**src/rtl/fifo_rr_drain.sv**
```systemverilog
// Round-robin burst scheduler draining NUM_SRC first-word-fall-through FIFOs
// into one registered valid/ready stream tagged with the source index.
module fifo_rr_drain #(
  parameter  int DWIDTH  = 32,
  parameter  int NUM_SRC = 4,
  parameter  int BURST   = 8,
  localparam int SRC_W   = $clog2(NUM_SRC)
) (
  input  logic                      clk,
  input  logic                      rst_n,
  input  logic                      en,
  input  logic [NUM_SRC-1:0]        src_mask,
  input  logic [NUM_SRC-1:0]        src_empty,
  input  logic [NUM_SRC*DWIDTH-1:0] src_data,
  output logic [NUM_SRC-1:0]        src_rd_en,
  output logic [DWIDTH-1:0]         out_data,
  output logic [SRC_W-1:0]          out_src,
  output logic                      out_valid,
  input  logic                      out_ready,
  output logic                      busy
);

  localparam int CNT_W = $clog2(BURST + 1);

  typedef enum logic {IDLE, GRANT} state_e;

  state_e             state_q, state_d;
  logic [SRC_W-1:0]   ptr_q, ptr_d;
  logic [SRC_W-1:0]   gnt_q, gnt_d;
  logic [CNT_W-1:0]   cnt_q, cnt_d;
  logic               out_valid_q, out_valid_d;
  logic [DWIDTH-1:0]  out_data_q, out_data_d;
  logic [SRC_W-1:0]   out_src_q, out_src_d;
  logic               busy_q, busy_d;

  logic [NUM_SRC-1:0] eligible;
  logic               slot_free;
  logic               pop;
  logic               found;
  logic [SRC_W-1:0]   scan_idx;
  logic               end_burst;
  logic [DWIDTH-1:0]  src_word [NUM_SRC];

  for (genvar i = 0; i < NUM_SRC; i++) begin : g_unpack
    assign src_word[i] = src_data[i*DWIDTH +: DWIDTH];
  end

  // Rotating priority scan starting at ptr; the lowest-priority slot is the one just served.
  always_comb begin
    found    = 1'b0;
    scan_idx = '0;
    for (int k = 0; k < NUM_SRC; k++) begin
      int idx;
      idx = int'(ptr_q) + k;
      if (idx >= NUM_SRC) idx = idx - NUM_SRC;
      if (!found && eligible[idx]) begin
        found    = 1'b1;
        scan_idx = SRC_W'(idx);
      end
    end
  end

  always_comb begin
    // NOTE: every output of this block gets a default first so no path leaves a latch behind.
    eligible    = ~src_empty & src_mask;
    slot_free   = !out_valid_q || out_ready;
    pop         = (state_q == GRANT) && eligible[gnt_q] && en && slot_free;
    src_rd_en   = '0;
    if (pop) src_rd_en[gnt_q] = 1'b1;

    state_d     = state_q;
    ptr_d       = ptr_q;
    gnt_d       = gnt_q;
    cnt_d       = cnt_q;
    out_valid_d = out_valid_q;
    out_data_d  = out_data_q;
    out_src_d   = out_src_q;
    end_burst   = 1'b0;

    case (state_q)
      IDLE: begin
        if (en && found) begin
          gnt_d   = scan_idx;
          cnt_d   = '0;
          state_d = GRANT;
        end
      end
      GRANT: begin
        if (pop) begin
          cnt_d = cnt_q + CNT_W'(1);
          if (cnt_q == CNT_W'(BURST - 1)) end_burst = 1'b1;
        end else if (!en || !eligible[gnt_q]) begin
          end_burst = 1'b1;
        end
      end
      default: state_d = IDLE;
    endcase

    // cnt is cleared on exit so it never holds BURST.
    if (end_burst) begin
      state_d = IDLE;
      cnt_d   = '0;
      ptr_d   = (gnt_q == SRC_W'(NUM_SRC - 1)) ? '0 : gnt_q + SRC_W'(1);
    end

    if (pop) begin
      out_data_d  = src_word[gnt_q];
      out_src_d   = gnt_q;
      out_valid_d = 1'b1;
    end else if (out_valid_q && out_ready) begin
      out_valid_d = 1'b0;
    end

    busy_d = (state_d == GRANT);
  end

  // NOTE: state registers use non-blocking assignments so every flop samples pre-edge values.
  always_ff @(posedge clk or negedge rst_n) begin
    if (!rst_n) begin
      state_q     <= IDLE;
      ptr_q       <= '0;
      gnt_q       <= '0;
      cnt_q       <= '0;
      out_valid_q <= 1'b0;
      out_data_q  <= '0;
      out_src_q   <= '0;
      busy_q      <= 1'b0;
    end else begin
      state_q     <= state_d;
      ptr_q       <= ptr_d;
      gnt_q       <= gnt_d;
      cnt_q       <= cnt_d;
      out_valid_q <= out_valid_d;
      out_data_q  <= out_data_d;
      out_src_q   <= out_src_d;
      busy_q      <= busy_d;
    end
  end

  assign out_valid = out_valid_q;
  assign out_data  = out_data_q;
  assign out_src   = out_src_q;
  assign busy      = busy_q;

endmodule

```
**config.mk**
```make
export PLATFORM = sky130hd
export DESIGN_NAME = fifo_rr_drain
export DESIGN_NICKNAME = d
export VERILOG_FILES = /design/src/rtl/fifo_rr_drain.sv
export SDC_FILE = /design/constraint.sdc
export NUM_CORES = 1
export LEC_CHECK = 0
export BUFFER_PORTS_ARGS = -buffer_cell sky130_fd_sc_hd__buf_2
export CAP_MARGIN = 15
export CORE_MARGIN = 2
export CORE_UTILIZATION = 45
export DETAILED_ROUTE_END_ITERATION = 8
export HOLD_SLACK_MARGIN = 0.15
export PLACE_DENSITY = 0.84
export SETUP_SLACK_MARGIN = 0.4
export SLEW_MARGIN = 10
export SYNTH_ARGS = -nofsm -noshare
export SYNTH_HDL_FRONTEND = slang
export SYNTH_SLANG_ARGS = --single-unit
export TNS_END_PERCENT = 10
```
**constraint.sdc**
```tcl
create_clock -name clk -period 2.9 [get_ports clk]
set_input_delay 0.145 -clock clk [delete_from_list [all_inputs] [get_ports clk]]
set_output_delay 0.145 -clock clk [all_outputs]
set_load 0.02 [all_outputs]
```
==> results.yml <==
setup_path:
  critPathLaunch: "gnt_q[0]$_DFFE_PN0P_"
  path_class: "reg -> reg"
  cpMaxStageDelayCell: "dfrtp_4"
  required_ns: 3.07
  critical-path-max-stage-delay_ns: 0.61
  cp-end-kind: "flip-flop"
  worst-path-buf-inv: 1
  path_delay_family: "multiplexers"
  path_max_fanout: 40
  cp_cell_sequence: "buf_4, mux4_2, mux2_1"
  r2r-start: "gnt_q[0]$_DFFE_PN0P_"
  critPathLaunchType: "flip-flop"
  critPathArrivalTime_ns: 2.42
placed_design:
  placed_area_um2: 3740
  gp_congestion: 0.877
  port_buffers: 179
  dp_hpwl_um: 6550
  place_worst_setup_slack_ns: 0.538
logic_synthesis:
  synth_seq_cells: 44
  async_flop_share_pct: 100
  avgSynthCellArea_um2: 12.3
  synth_area_um2: 2820
  synth-edff-count: 0
  synth-compound-area-share_pct: 14.4
  syn-num-nets: 375
  synthXorXnorAreaFrac_pct: 0
  synthAdderAreaFrac_pct: 2.22
  syn_inst: 230
  synth_top_family_by_area: "multiplexers"
  yosysWarningCount: 0
  synth_simple_gate_area_share_pct: 7.31
  synthMuxAreaShare_pct: 32.7
  ys_dominant_reg_cell: "dfrtp_1"
  yosysSeqAreaShare_pct: 39.0
  synth_cell_types: 41
finish:
  antenna_cells: 0
  multi_input_area_um2: 1600
  fin_area_um2: 3870
  regArea_um2: 1100
  syn_to_final_growth_pct: 37.1
  nFillCells: 479
  layout.nets: 549
  drive_above_1_share_pct: 55.3
cts:
  cts_root_buf: "clkbuf_8"
  clock-sinks: 44
  clk_latency_ns: 0.29
  post_cts_buffers: 0
  clk_pin_slew_ns: 0.09
  cts.path.max_buffers: 2
  cts_tree: "done"
  cts_buffers: 5
  htree_levels: 2
routing:
  drt-initial-drc-count: 121
  drc_errors: 0
  routed_wl_um: 8320
  drtAntennaViolNets: 0
  post_drt_wl_per_cell_um: 17.3
  drt_pre_antenna_iters: 4
  num_vias: 2680
  vias_per_cell: 5.58
grt:
  grt_pass1_wl_um: 13000
  grt_max_degree: 45
  grt_pass1_vias: 2727
  grt-ovfl-total: 0
  grt_usage_pct: 23.1
  grt_antenna_before_repair: 0
floorplan:
  die_h_um: 83.2
  fp.dieArea_um2: 6920
  start_util_pct: 47.1
  dieWidth_um: 83.2
  io_pins: 180
  core_um2: 5990
  rows: 28
pwr:
  fin_total_pwr_mw: 2.91
  ir_drop_mv: 0.478
  p_leak_nw: 2.05
  p_per_area_nw_per_um2: 751
outcome:
  outcome: "complete, no violations"
sta:
  fmax_ghz: 0.445
  holdWs_ns: 0.217
  max-slew-margin-rel_pct: 34.5
  final-hold-violation-count: 0
  fin_worst_skew_ns: 0.0103
  setup_slack_ns: 0.653
  setup_viol: 0
  rsz0062_at_grt: "false"
  period_share_pct: 77.5
  tightest_slew_ns: 0.982
  drv_slew: 0
  fin_tns_setup_ns: 0
  timing.final.crit_period_ns: 2.25
run:
  max_cap_viol_count: 0
worst_hold_path:
  worstHoldStart: "src_data[16]"
  hold_path_class: "in -> reg"
layer usage:
metal | GRT usage (%) | wire length, um | vias to the layer above
met5 | 0 | 0 | -
met3 | 4.97 | 574 | 20
met1 | 27.5 | 3190 | 1293
met2 | 41.8 | 4360 | 133
li1 | - | - | 1234
met4 | 6.86 | 193 | 0
tightest hold or removal path: stages:
cell and delay (ns):
buf_2 0.07, mux2i_1 0.05, o22ai_1 0.11, a21o_1 0.10
cell families after synthesis:
logic type                 Yosys count
muxes                               70
DFF                                 44
and+or+nand+nor                     35
AOI/OAI and AO/OA                   53
adders and majority gates            5
buffers and inverters               23
report_power, final:
group          internal (mW)  switching [mW]
sequential             0.867           0.171
combinational          0.641           0.756
clock                  0.260           0.214
layout make-up:
class,count,area share [%]
clock buffer,5,1.78
clock inverter,3,1.20
inverter,7,0.679
multi-input combinational,163,41.4
sequential,44,28.5
tap,75,2.42
timing repair buffer,183,24.0
state kept, by name, indices dropped and copies added, names as in the netlist:
signal and cells:
gnt_q 2, out_data 32, cnt_q 4, out_src 2
out_valid 1, ptr_q 2, busy 1
synth_stat cells (2+ instances only):
master / number / area share, %
mux2_2: 8 / 3.2
mux4_2: 16 / 13
clkbuf_1: 2 / 0.27
dfrtp_1: 44 / 39
buf_2: 9 / 1.6
nor3b_1: 2 / 0.53
o21ai_0: 3 / 0.53
a32oi_1: 2 / 0.62
o2111ai_2: 2 / 1.1
and3b_1: 2 / 0.62
buf_4: 3 / 0.80
ha_1: 5 / 2.2
nand3_1: 2 / 0.35
inv_1: 6 / 0.80
o22ai_1: 20 / 4.4
a21o_1: 17 / 4.5
a21oi_1: 2 / 0.35
buf_6: 2 / 0.80
nand2b_1: 3 / 0.66
nor2b_1: 4 / 0.89
nor2_1: 4 / 0.53
mux2i_1: 36 / 13
nand2_1: 5 / 0.66
mux2_1: 10 / 4.0
and3_1: 4 / 0.89
nand4_1: 2 / 0.44
per-stage QoR:
stage	cells	util, %
global route	480	64.6
CTS	480	64.5
global placement	471	62.4
floorplan	230	-
detailed placement	471	62.4
finish	480	64.6
layout by cell type, fill, tap and decap left out, types with 2 or more instances in the layout:
cell	count
o22ai_1	20
o21ai_0	3
ha_1	5
buf_2	179
nor2_1	4
and3_1	4
o2111ai_2	2
nand3_1	2
a21oi_1	2
nand4_1	2
mux2_1	10
mux2_2	8
nor3b_1	2
a21o_1	17
clkbuf_8	5
nand2_1	5
a32oi_1	2
dfrtp_1	43
buf_4	3
nor2b_1	4
and3b_1	2
nand2b_1	3
mux2i_1	36
inv_1	6
mux4_2	16
timing repair:
item | CTS | global route
hold endpoints to repair | 44 | 0
gates resized for setup | 0 | 1
hold buffers | 1 | 0
endpoints found under the setup margin | 0 | 10
final timing paths:
kind                            cells past startpoint  slack [ns]                       end
worst max register to register                      3        0.65  out_data[14]$_DFFE_PN0P_
max in group asynchronous                           2        1.65      gnt_q[0]$_DFFE_PN0P_
worst max-delay path                                3        0.65  out_data[14]$_DFFE_PN0P_
min in group asynchronous                           2        0.55  out_data[21]$_DFFE_PN0P_
worst min register to register                      1        0.48  out_data[15]$_DFFE_PN0P_
worst min-delay path                                4        0.22  out_data[16]$_DFFE_PN0P_
(Power assumes the default switching activity.)
